--- src/rtl/bullet_pkg.sv ---
// Shared types and helpers for the ship bullet pool: board coordinate type and
// the lowest-free-slot picker used by the launch logic.
package bullet_pkg;

    localparam int c_CoordW   = 6;
    localparam int c_MaxSlots = 8;
    localparam int c_SlotIdxW = 3;

    typedef logic [c_CoordW-1:0] coord_t;

    typedef struct packed {
        logic                  found;
        logic [c_SlotIdxW-1:0] index;
    } free_slot_t;

    // free_mask bit k = 1 means slot k can take a new bullet
    function automatic free_slot_t lowest_free(input logic [c_MaxSlots-1:0] free_mask);
        free_slot_t r;
        r.found = 1'b0;
        r.index = '0;
        for (int k = c_MaxSlots - 1; k >= 0; k--) begin
            if (free_mask[k]) begin
                r.found = 1'b1;
                r.index = k[c_SlotIdxW-1:0];
            end
        end
        return r;
    endfunction

endpackage

--- src/rtl/bullet_slot.sv ---
// One bullet slot: live flag plus X/Y position. Clear beats launch beats hit
// beats move; the match bit flags the board cell currently being scanned.
module bullet_slot
    import bullet_pkg::*;
#(
    parameter int c_SpawnRow = 28
)
(
    input  logic   i_Clk,
    input  logic   i_Reset,
    input  logic   i_Launch,
    input  coord_t i_LaunchX,
    input  logic   i_Tick,
    input  logic   i_Hit,
    input  logic   i_Clear,
    input  coord_t i_Col,
    input  coord_t i_Row,
    output logic   o_Active,
    output coord_t o_X,
    output coord_t o_Y,
    output logic   o_Match
);

    always_ff @(posedge i_Clk) begin
        if (i_Reset) begin
            o_Active <= 1'b0;
            o_X      <= '0;
            o_Y      <= '0;
        end else if (i_Clear) begin
            o_Active <= 1'b0;
        end else if (i_Launch) begin
            o_Active <= 1'b1;
            o_X      <= i_LaunchX;
            o_Y      <= coord_t'(c_SpawnRow);
        end else if (o_Active) begin
            // A hit retires the bullet where it stands, even on a tick
            if (i_Hit) begin
                o_Active <= 1'b0;
            end else if (i_Tick) begin
                if (o_Y == '0) begin
                    o_Active <= 1'b0;
                end else begin
                    o_Y <= o_Y - 1'b1;
                end
            end
        end
    end

    assign o_Match = o_Active && (o_X == i_Col) && (o_Y == i_Row);

endmodule

--- src/rtl/ship_bullet_pool.sv ---
// Multi-shot bullet controller: move-tick counter, launch cooldown, fire edge
// detect, lowest-free-slot launch and the registered draw hit for the VGA mux.
module ship_bullet_pool
    import bullet_pkg::*;
#(
    parameter int c_GameWidth  = 40,
    parameter int c_GameHeight = 30,
    parameter int c_NumBullets = 4,
    parameter int c_BullSpeed  = 1250000,
    parameter int c_Cooldown   = 3,
    parameter int c_SpawnRow   = 28,
    parameter int c_XOffset    = 2
)
(
    input  logic                             i_Clk,
    input  logic                             i_Reset,
    input  logic                             i_GameActive,
    input  logic                             i_Shoot,
    input  logic [c_CoordW-1:0]              i_ShipX,
    input  logic [c_CoordW-1:0]              i_ColCountDiv,
    input  logic [c_CoordW-1:0]              i_RowCountDiv,
    input  logic [c_NumBullets-1:0]          i_HitMask,
    output logic                             o_DrawBull,
    output logic [c_NumBullets-1:0]          o_BullActive,
    output logic [c_CoordW*c_NumBullets-1:0] o_BullX,
    output logic [c_CoordW*c_NumBullets-1:0] o_BullY,
    output logic                             o_Fired
);

    localparam int c_CntW  = (c_BullSpeed > 1) ? $clog2(c_BullSpeed) : 1;
    localparam int c_CoolW = (c_Cooldown > 0) ? $clog2(c_Cooldown + 1) : 1;
    localparam logic [c_CntW-1:0]   c_CntLast = c_CntW'(c_BullSpeed - 1);
    localparam logic [c_CoolW-1:0]  c_CoolLd  = c_CoolW'(c_Cooldown);
    localparam logic [c_CoordW:0]   c_XMax    = (c_CoordW + 1)'(c_GameWidth - 1);
    localparam logic [c_CoordW:0]   c_XOff    = (c_CoordW + 1)'(c_XOffset);

    logic [c_CntW-1:0]       r_TickCount;
    logic [c_CoolW-1:0]      r_Cooldown;
    logic                    r_ShootPrev;
    logic                    w_Tick;
    logic                    w_FireReq;
    logic                    w_Launch;
    logic [c_MaxSlots-1:0]   w_FreeMask;
    free_slot_t              w_FreeSel;
    logic [c_CoordW:0]       w_LaunchXWide;
    coord_t                  w_LaunchX;
    logic [c_NumBullets-1:0] w_SlotLaunch;
    logic [c_NumBullets-1:0] w_SlotMatch;

    assign w_Tick    = (r_TickCount == c_CntLast);
    assign w_FireReq = i_Shoot & ~r_ShootPrev;

    always_ff @(posedge i_Clk) begin
        if (i_Reset) begin
            r_TickCount <= '0;
        end else if (!i_GameActive || w_Tick) begin
            r_TickCount <= '0;
        end else begin
            r_TickCount <= r_TickCount + 1'b1;
        end
    end

    always_ff @(posedge i_Clk) begin
        if (i_Reset) begin
            r_ShootPrev <= 1'b0;
        end else begin
            r_ShootPrev <= i_Shoot;
        end
    end

    // Free slots come from the registered flags, so a slot retiring this
    // cycle only becomes a launch target on the following cycle.
    always_comb begin
        w_FreeMask                   = '0;
        w_FreeMask[c_NumBullets-1:0] = ~o_BullActive;
    end

    assign w_FreeSel = lowest_free(w_FreeMask);
    assign w_Launch  = w_FireReq & i_GameActive & (r_Cooldown == '0) & w_FreeSel.found;

    always_comb begin
        w_LaunchXWide = {1'b0, i_ShipX} + c_XOff;
        if (w_LaunchXWide > c_XMax) begin
            w_LaunchXWide = c_XMax;
        end
        w_LaunchX = w_LaunchXWide[c_CoordW-1:0];
    end

    always_comb begin
        w_SlotLaunch = '0;
        for (int k = 0; k < c_NumBullets; k++) begin
            w_SlotLaunch[k] = w_Launch && (w_FreeSel.index == c_SlotIdxW'(k));
        end
    end

    // A launch reloads the cooldown even when it lands on a tick
    always_ff @(posedge i_Clk) begin
        if (i_Reset) begin
            r_Cooldown <= '0;
        end else if (!i_GameActive) begin
            r_Cooldown <= '0;
        end else if (w_Launch) begin
            r_Cooldown <= c_CoolLd;
        end else if (w_Tick && (r_Cooldown != '0)) begin
            r_Cooldown <= r_Cooldown - 1'b1;
        end
    end

    always_ff @(posedge i_Clk) begin
        if (i_Reset) begin
            o_Fired <= 1'b0;
        end else begin
            o_Fired <= w_Launch;
        end
    end

    for (genvar k = 0; k < c_NumBullets; k++) begin : g_slot
        bullet_slot #(
            .c_SpawnRow (c_SpawnRow)
        ) u_slot (
            .i_Clk     (i_Clk),
            .i_Reset   (i_Reset),
            .i_Launch  (w_SlotLaunch[k]),
            .i_LaunchX (w_LaunchX),
            .i_Tick    (w_Tick),
            .i_Hit     (i_HitMask[k]),
            .i_Clear   (~i_GameActive),
            .i_Col     (i_ColCountDiv),
            .i_Row     (i_RowCountDiv),
            .o_Active  (o_BullActive[k]),
            .o_X       (o_BullX[c_CoordW*k +: c_CoordW]),
            .o_Y       (o_BullY[c_CoordW*k +: c_CoordW]),
            .o_Match   (w_SlotMatch[k])
        );
    end

    always_ff @(posedge i_Clk) begin
        if (i_Reset) begin
            o_DrawBull <= 1'b0;
        end else begin
            o_DrawBull <= |w_SlotMatch;
        end
    end

endmodule

--- config.mk ---
export PLATFORM = sky130hd
export DESIGN_NAME = ship_bullet_pool
export DESIGN_NICKNAME = d
export VERILOG_FILES = /design/src/rtl/bullet_pkg.sv /design/src/rtl/bullet_slot.sv /design/src/rtl/ship_bullet_pool.sv
export SDC_FILE = /design/constraint.sdc
export NUM_CORES = 1
export LEC_CHECK = 0
export ABC_AREA = 1
export BUFFER_PORTS_ARGS = -buffer_cell sky130_fd_sc_hd__buf_2
export CAP_MARGIN = 20
export CORE_MARGIN = 4
export CORE_UTILIZATION = 57
export DETAILED_ROUTE_END_ITERATION = 12
export PLACE_DENSITY = 0.92
export SYNTH_ARGS = -nofsm -noshare
export SYNTH_HDL_FRONTEND = slang
export SYNTH_HIERARCHICAL = 1
export SYNTH_SLANG_ARGS = --single-unit
--- constraint.sdc ---
create_clock -name i_Clk -period 2.3 [get_ports i_Clk]
set_clock_uncertainty 0.1 [all_clocks]
set_input_delay 0 -clock i_Clk [delete_from_list [all_inputs] [get_ports i_Clk]]
set_output_delay 0 -clock i_Clk [all_outputs]
set_load 0.005 [all_outputs]
# Word-level counts from Yosys, hierarchy flattened
# Index checks and enable logic that the tools add are counted.
# Widths: inputs -> output; s select.
[classes] n_addsub=7 n_mul=0 div=0 magnitude_cmp=1 n_eq_ne=20 shifts=0 muxes=47 bitwise_logic=7 n_reduce_logical=42
[ops] cell="$mux 6" n=21
[ops] cell="$eq 6x6->1" n=8
[ops] cell="$logic_not 6->1" n=4
[ops] cell="$sub 6x1->6 const B" n=4
[ops] cell="$add 21x1->21 const B" n=1
[ops] cell="$eq 21x21->1 const B" n=1
[ops] cell="$mux 1" n=20
[ops] cell="$reduce_and 5->1" n=4
[ops] cell="$reduce_bool 2->1" n=10
[ops] cell="$mux 4" n=4
[ops] cell="$ne 2x1->1 const B" n=8
[ops] cell="$logic_and 1x1->1" n=13
[ops] cell="$reduce_and 2->1" n=4
[ops] cell="$add 6x2->7 const B" n=1
[ops] cell="$gt 7x6->1 const B" n=1
[ops] cell="$eq 3x2->1 const B" n=2
[ops] cell="$and 1x1->1" n=4
[ops] cell="$mux 2" n=2
[ops] cell="$not 4->4" n=1
[ops] cell="$reduce_or 2->1" n=2
[ops] cell="$reduce_or 4->1" n=1
[ops] cell="$eq 3x1->1 const B" n=1
[ops] cell="$logic_not 3->1" n=1
[ops] cell="$logic_not 2->1" n=1
[ops] cell="4 further kinds" n=5
[word_totals] reg_bits=78 latchBits=0 ram_bits=0 mem_bits_ro=0 word_cells=141 mem_count=0

# Depth between registers and ports, before layout
# Gate-level depths: netlist of run 1.
[logic_depth] ltp_word=9 depth_mapped=13

# Hierarchy
# The synthesis of run 1 kept the hierarchy.
[modules_own_cells] mod="bullet_slot" instances=4 cells_per_inst=121 area_each_um2=800.8
[modules_own_cells] mod="ship_bullet_pool" instances=1 cells_per_inst=240 area_each_um2=1566.5

# Least setup slack after synthesis of run 1
# OpenSTA, ideal clock, no wires.
[synth_timing] kind="register to register" start="reg r_TickCount[0]" end="reg g_slot[2].u_slot.o_Y[0]" arrival_time_ns=1.693 required_ns=2.084 path_slack_ns=0.391 path_stages_with_launch=13 path_buffers=0 synth_period_minus_slack_ns=1.909 path_cell_list="dfxtp_1 > ha_1 > nand3_2 > nor2_2 > nand3_2 > inv_1 > nand2_1 > nor2_1 > nand2_2 > nand2_4 > inv_1 > nor2_1 > nor2_1"
[synth_via] elab_chain_len=3
[synth_lines] element="from (decl)" line_no="ship_bullet_pool.sv:37" text="logic [c_CntW-1:0] r_TickCount;"
[synth_lines] element="from (signal assigned)" line_no="ship_bullet_pool.sv:59" text="r_TickCount <= r_TickCount + 1'b1;"
[synth_lines] element="$eq 21x21->1" line_no="ship_bullet_pool.sv:50" text="assign w_Tick = (r_TickCount == c_CntLast);"
[synth_lines] element="named net w_Tick" line_no="ship_bullet_pool.sv:40" text="logic w_Tick;"
[synth_lines] element="$reduce_bool 2->1 (no source line)"
[synth_lines] element="$reduce_and 5->1 (no source line)"
[synth_lines] element="to (signal assigned)" line_no="bullet_slot.sv:34" text="o_Y <= coord_t'(c_SpawnRow);"
[synth_lines] element="to (signal assigned)" line_no="bullet_slot.sv:43" text="o_Y <= o_Y - 1'b1;"
[synth_lines] element="to (decl)" line_no="bullet_slot.sv:20" text="output coord_t o_Y,"
# The timed path passes the listed nets, and every way through them passes these cells.
# A chain may end at the register's enable or synchronous reset.

# Worst setup path after layout of run 1
[layout_timing] start="reg g_slot[2].u_slot.o_Active" end="reg g_slot[3].u_slot.o_Y[0]"
[layout_via] elab_chain_len=8 elab_cells_between_ends=13 cone_classes="eq/ne: 3; mux: 4; bitwise: 2; reduce/logical: 4"
[layout_lines] element="from (decl)" line_no="bullet_slot.sv:18" text="output logic o_Active,"
[layout_lines] element="from (signal assigned)" line_no="bullet_slot.sv:26" text="o_Active <= 1'b0;"
[layout_lines] element="from (signal assigned)" line_no="bullet_slot.sv:30" text="o_Active <= 1'b0;"
[layout_lines] element="from (signal assigned)" line_no="bullet_slot.sv:32" text="o_Active <= 1'b1;"
[layout_lines] element="$not 4->4 *" line_no="ship_bullet_pool.sv:75" text="w_FreeMask[c_NumBullets-1:0] = ~o_BullActive;"
[layout_lines] element="$mux 4 * (3 in a row)" line_no="bullet_pkg.sv:22" text="if (free_mask[k]) begin"
[layout_lines] element="$eq 3x2->1 or $and 1x1->1 (tied branches)" line_no="ship_bullet_pool.sv:92, ship_bullet_pool.sv:79"
[layout_lines] element="$logic_and 1x1->1 *" line_no="ship_bullet_pool.sv:92" text="w_SlotLaunch[k] = w_Launch && (w_FreeSel.index == c_SlotIdxW'(k));"
[layout_lines] element="named net w_SlotLaunch[3]" line_no="ship_bullet_pool.sv:47" text="logic [c_NumBullets-1:0] w_SlotLaunch;"
[layout_lines] element="$ne 2x1->1 (no source line) or $reduce_bool 2->1 (tied branches)"
[layout_lines] element="$reduce_and 5->1 (no source line)"
[layout_lines] element="to (signal assigned)" line_no="bullet_slot.sv:34"
[layout_lines] element="to (signal assigned)" line_no="bullet_slot.sv:43"
[layout_lines] element="to (decl)" line_no="bullet_slot.sv:20"
# The timed path passes the listed nets; every way through them passes the cells marked *.

==> results of run 1 <==
-- cells by family after synthesis --
group                    after synthesis  synth area share [%]
AND/OR/NAND/NOR                      402                  38.3
flip-flops                            78                  32.7
AO/OA/AOI/OAI                         93                  10.1
XOR/XNOR                              42                  7.71
buffers and inverters                 97                  7.95
adder cells (fa/ha/maj)               12                  3.15
-- flip-flops by register name (all words and copies together) (netlist names) --
signal,flops
r_TickCount,21
g_slot.u_slot/o_Y,24
r_Cooldown,2
o_Fired,1
g_slot.u_slot/o_X,24
r_ShootPrev,1
g_slot.u_slot/o_Active,4
o_DrawBull,1
-- metrics by stage --
stage               instances  utilization, %  instance area [µm²]  hold slack, ps  TNS (ps)
floorplan                 724               -                 4770           -30.9         0
finish                    929            68.1                 5570            40.7         0
detailed placement        905            64.6                 5280             147         0
global route              929            68.1                 5570            81.9     -1.22
CTS                       929            68.0                 5560            21.9         0
global placement          905            64.6                 5280             143         0
-- final cells by class --
| class | count | area [µm²] |
|---|---|---|
| Sequential cell | 78 | 1560 |
| Clock buffer | 10 | 138 |
| Timing Repair Buffer | 90 | 498 |
| Tap cell | 105 | 131 |
| Multi-Input combinational cell | 549 | 2830 |
| Fill cell | 688 | 2610 |
| Clock inverter | 6 | 61.3 |
| Inverter | 91 | 345 |
-- metal layers --
layer	GRT usage (%)	share of wire (%)
met2	43.6	48
met3	4.35	8.0
met5	0	0
met1	32.4	42
met4	10.5	2.6
-- what timing repair did --
| action | in CTS | in global routing |
|---|---|---|
| setup buffers | 0 | 0 |
| hold endpoints to repair | 15 | 0 |
| hold buffers | 8 | 0 |
| resized for setup | 0 | 2 |
| endpoints found under the setup margin | 0 | 2 |
-- power by group through the flow --
stage                     logic (mW)  registers (mW)  clock network, mW
after floorplan                0.159            1.41                  0
after global placement         0.249            1.41                  0
after detailed placement       0.253            1.41                  0
after CTS                      0.266            1.38               1.05
after global routing           0.301            1.39               1.11
final                          0.273            1.38               1.05
-- Yosys cell counts (all sizes together) --
cell and count:
nand3 35, nor3 9, a31oi 1, o211ai 1
inv 91, dfxtp 78, o21ai 58, nand2 138
nor2 183, and2 1, xor2 19, ha 12
a21boi 4, xnor2 23, nor4 1, or2 6
nor3b 1, nand3b 10, buf 6, nand4 18
a21oi 29
-- worst max-delay path, stage by stage, from the launching register on --
cell	delay (ps)
dfxtp_1	470
inv_1	60
o21ai_0	370
nand2_1	150
nor2_1	340
nand2_2	230
nand2_4	150
inv_1	60
nor2_1	80
nor2_1	50
-- worst paths after layout --
check                            startpoint                       to  depth (start not counted)
hold / removal                 i_GameActive                  o_Fired                          5
hold reg to reg             r_TickCount[19]          r_TickCount[19]                          2
setup reg to reg  g_slot[2].u_slot/o_Active  g_slot[3].u_slot/o_Y[0]                          9
setup / recovery  g_slot[2].u_slot/o_Active  g_slot[3].u_slot/o_Y[0]                          9
==> results.md, run 1 <==
* Critical Path End Type: register
* Maximum vdd ir drop at 0.000328 V
* P per Cell Area at between 400 and 500 nW/µm²
* Seq/Total Area, Yosys at 32.7%
* Setup Viol. Count Final at 0
* Via count at 4977
* Tcrit/Tclk final at 93.9%
* Core area at 8180 µm²
* Post-synth top area share at between 30% and 40%
* DRT Pass-1 Iters at 5
* Die Span Y at a little under 100 µm
* Io pins at 80
* Setup CP Type: reg2reg
* Synth warn at 6
* Drt initial violations at 415
* Final worst path period need at between 2000 and 2500 ps
* Place WS at 238 ps
* Status: completed
* Mapped Cells at 724
* Final worst-path setup slack at 140 ps
* R2R setup slack at around 140 ps
* Vias in the first global route at 4529
* Avg Cell Area, Syn at 6.59 µm²
* Clk buf depth at 2
* Max transition margin at 69.0%
* TritonCTS buffer count at 9
* Flop pwr share at approximately 51%
* Post-synth cell types at 30
* Die Wd at 99.5 µm
* Detailed Place HPWL at 9410 µm
* LEAKAGE at 2.44 nW
* Final Hold Fails at 0
* Root Driver: clkbuf_8
* Htree depth at 3
* Clk sinks at 78
* Final ANT Viol Nets at 0
* Synth-to-layout area growth at 16.7%
* Clock power frac at between 30% and 40%
* Net Sw Frac at 26.2%
* Final count of pins violating max slew at 0
* Cell Area, Synth at 4770 µm²
* Initial Util at around 60%
* Final WL at 12700 µm
* Clk slew on worst S/H paths at roughly 80 ps
* #FFs+latches synth at 78
* Total chip power at 2.70 mW
* GRT Resource Usage Total at 25.7%
* Die area at 9900 µm²
* Worst min path class: in2reg
* Worst slew pin tran at 463 ps
* Overflow after GRT at 0
* # nets final at around 860
* Worst Path Required at 2450 ps
* Most frequent cells in the layout: nor2_1, nand2_1, inv_1
* Via density at 5.36
* GPL Wtd Cong at roughly 0.97
* Port buffer count at a little under 80
* Fmax at 463 MHz
* Pint at between 1.5 and 2 mW
* Avg WL per Cell at 13.7 µm
* Largest net degree at the start of global routing at 21
* Syn Nets at 762
* Max-cap viol count at 0
* Initial antenna violation count at 0
* Share of layout cells above drive strength 1 at 17.2%
* CTS tree: yes
* ANT cells at 0
* Worst-skew pair later-pin latency at around 360 ps
* Row count at 33
* Leading area contributor after synthesis: dfxtp_1
* Commonest non-fill, non-tap cell in the layout: nor2_1
* CP Launch Type: register
* Drc violations at 0
* Crit path DAT at approximately 2300 ps
* Synth top area cells: dfxtp_1, nor2_1, nand2_1
* Crit Path Max Fanout at 10
* Logic pwr share at 10.1%
* Switch Pwr at a little over 0.7 mW
* First-pass GRT wire length at 20600 µm
Note: power is estimated with default switching activity, not from simulation.
==> run 2, diff against run 1 <==
--- a/config.mk
+++ b/config.mk
@@ -5,7 +5,6 @@
 export SDC_FILE = /design/constraint.sdc
 export NUM_CORES = 1
 export LEC_CHECK = 0
-export ABC_AREA = 1
 export BUFFER_PORTS_ARGS = -buffer_cell sky130_fd_sc_hd__buf_2
 export CAP_MARGIN = 20
 export CORE_MARGIN = 4
==> run 2 against run 1 <==
Effect of this change:
- sequential cell count unchanged
- count of clock-buffer cells in the layout up 5
- die area down 1.5%
- synthesized cell count down 29%
- sequential power about the same
- maximum frequency down 5.8%
- critical path depth unchanged
- non-clock buffer count up 27
- global-route usage up 2.1 points
- final area up 4.8%
- largest power group unchanged
==> results.md, run 2 <==
* Crit path DAT at 2470 ps
* Cells along the critical path: and4b_1, nand3_1, nor2_4, buf_6, nand3b_4, buf_12, a2111oi_4, nor2_1, a311oi_2
* Post-DP Area at 5330 µm²
* Final worst path period need at 2290 ps
* Hold Slack at 76.8 ps
* Max transition margin at between 30% and 40%
* Seq/Total Area, Yosys at 33.3%
* CP Launch Type: register
* Row count at 32
* Commonest non-fill, non-tap cell in the layout: buf_2
* Final WL at 14300 µm
* Cell Area, Synth at 4690 µm²
* Post-synth top area share at approximately a third
* DRT Pass-1 Iters at 6
* Worst Hold Launch: i_ShipX[1]
* Worst slew pin tran at roughly 960 ps
* Hold depth at 4
* Synth top area cells: dfxtp_1, xnor2_1, nor2_1
* Via count at 4600
* Leading area contributor after synthesis: dfxtp_1
* Maximum vdd ir drop at about 0.00035 V
* Asr flop ratio synth at 0%
* Commonest cells in the netlist: dfxtp_1, nor2_1, xnor2_1
* Port buffer count at 79
* Synth warn at 6
* Io pins at 80
* Clk slew on worst S/H paths at around 70 ps
* Hold endpoint: g_slot[2].u_slot/o_X[1]
* Largest net degree at the start of global routing at 58
* Ys flop type: dfxtp_1
* Final instance area at 5840 µm²
* GPL Wtd Cong at 0.965
* P per Cell Area at between 400 and 500 nW/µm²
* CP delay by family, top: simple AND/OR/NAND/NOR gates
* Critical Path End Type: register
* Synth-to-layout area growth at 24.4%
* Slowest CP cell: dfxtp_1
* Status: completed
* Setup Viol. Count Final at 0
* Overflow after GRT at 0
* Clk buf depth at 2
* Clk sinks at 78
* # nets final at 664
* Detailed Place HPWL at between 9000 and 10000 µm
* Fill count at about 480
* Worst Path Required at 2480 ps
* Worst min path class: in2reg
* Final Hold Fails at 0
* Mapped Cells at 517
* Core area at slightly below 8000 µm²
* Syn Nets at 555
* Via density at between 6 and 7
* Tcrit/Tclk final at between 90 and 100%
* LEAKAGE at 2.37 nW
* Crit Path Max Fanout at 5
* R2r worst-path depth at 9
* Reg-to-Reg Start: r_TickCount[6]
* Drc violations at 0
* Number of synthesized flops with an enable pin at 0
* Final count of pins violating max slew at 0
* Top Registers: g_slot.u_slot/o_X (24), g_slot.u_slot/o_Y (24), r_TickCount (21)
* RSZ-0062 raised after global routing: yes
* ANT cells at 0
* Die Wd at 98.7 µm
* Fmax at around 440 MHz
* Vias in the first global route at 4398
* Setup CP Type: reg2reg
* TritonCTS buffer count at 9
* Share of layout cells above drive strength 1 at a little under a third
* First-pass GRT wire length at 22000 µm
* Drt initial violations at 467
* Count leader, synth: dfxtp_1
* Worst Path Buf+Inv at 2
* Die area at slightly below 10000 µm²
* Worst-skew pair later-pin latency at 370 ps
* Initial Util at between 50% and 60%
* Most frequent cells in the layout: buf_2, dfxtp_1, nor2_1
* #FFs+latches synth at 78
* Initial antenna violation count at 0
* Avg Cell Area, Syn at 9.07 µm²
* R2R setup slack at 8 ps
* Reg-to-reg endpoint: g_slot[3].u_slot/o_Y[0]
* CTS tree: yes
* Root Driver: clkbuf_8
* Peak per-stage delay on the critical path at 410 ps
* Avg WL per Cell at 19.5 µm
* Post-synth cell types at 57
* Die Span Y at 98.7 µm
* Max-cap viol count at 0
* Final ANT Viol Nets at 0
* GRT Resource Usage Total at 27.8%
* Htree depth at 3
-- run 2: cell count changes in the layout (fill, tap and decap cells not counted), sizes merged, moves of 18 or more --
cell | previous run | this run
nand2 | 138 | 25
nor2 | 183 | 71
inv | 90 | 29
o21ai | 58 | 1
buf | 82 | 109
xnor2 | 23 | 48
mux2i | 0 | 24
a21oi | 29 | 11
-- run 2: worst max path at each step --
stage,startpoint,to,slack (ps),cells after the start
floorplan,r_TickCount[0],g_slot[0].u_slot/o_Y[4],20,8
global route,r_TickCount[6],g_slot[3].u_slot/o_Y[4],-70,8
CTS,r_TickCount[0],g_slot[3].u_slot/o_Y[0],-30,9
finish,r_TickCount[6],g_slot[3].u_slot/o_Y[0],8,9
global placement,r_TickCount[0],g_slot[3].u_slot/o_Y[4],60,9
detailed placement,r_TickCount[0],g_slot[3].u_slot/o_Y[4],-120,9
-- run 2: layout make-up --
type / instances / area [µm²] / share of cell area (%)
timing repair buffer: 117 / 737 / 12.6
sequential: 78 / 1570 / 26.9
multi-input combinational: 391 / 3130 / 53.6
clock inverter: 1 / 5.00 / 0.0857
tap: 102 / 128 / 2.19
inverter: 29 / 109 / 1.86
clock buffer: 15 / 156 / 2.68
-- run 2: report_power, final --
part	total, mW	switching (mW)	internal, mW	leakage [nW]
registers	1.37	0.0160	1.36	0.632
logic	0.291	0.177	0.114	1.65
clock network	0.921	0.498	0.423	0.0817
-- run 2: worst min-delay path: stages --
cell     delay [ps]
buf_2           140
nand2_1         180
mux2i_1         110
nor2_1           70
-- run 2: metal layers --
metal | vias to the layer above | global-route usage [%] | wire length (µm)
li1 | 2082 | - | -
met1 | 2199 | 34.7 | 5580
met2 | 268 | 46.0 | 6950
met3 | 51 | 6.94 | 1270
met4 | 0 | 11.3 | 478
met5 | - | 0 | 0
-- run 2: logic make-up (layout without fill, tap and decap cells) --
group / count (synthesis) / count (layout) / synth area share [%]
flops: 78 / 78 / 33.3
simple gates: 215 / 215 / 27.1
mux: 25 / 25 / 5.36
fa+ha+maj: 12 / 12 / 3.20
buf+inv: 48 / 162 / 4.13
xor+xnor: 69 / 69 / 12.9
compound gates: 70 / 70 / 14.0
-- run 2: metrics by stage --
| stage | setup TNS, ps | power [mW] | instances | utilization (%) | setup WS (ps) |
|---|---|---|---|---|---|
| 2_1_floorplan | 0 | 1.57 | 517 | - | 19.8 |
| 3_3_place_gp | 0 | 1.65 | 703 | 68.0 | 57.5 |
| 3_5_place_dp | -320 | 1.67 | 703 | 68.0 | -120 |
| 4_1_cts | -76.2 | 2.56 | 727 | 72.1 | -34.9 |
| 5_1_grt | -278 | 2.67 | 733 | 74.4 | -68.2 |
| 6_report | 0 | 2.59 | 733 | 74.4 | 7.52 |
-- run 2: timing repair --
item                                    in CTS  in global routing
hold buffers                                 8                  0
pin swaps                                    5                 18
setup buffers                                0                  6
gates resized for setup                     14                 24
endpoints found under the hold margin       14                  0
endpoints found under the setup margin       6                 21
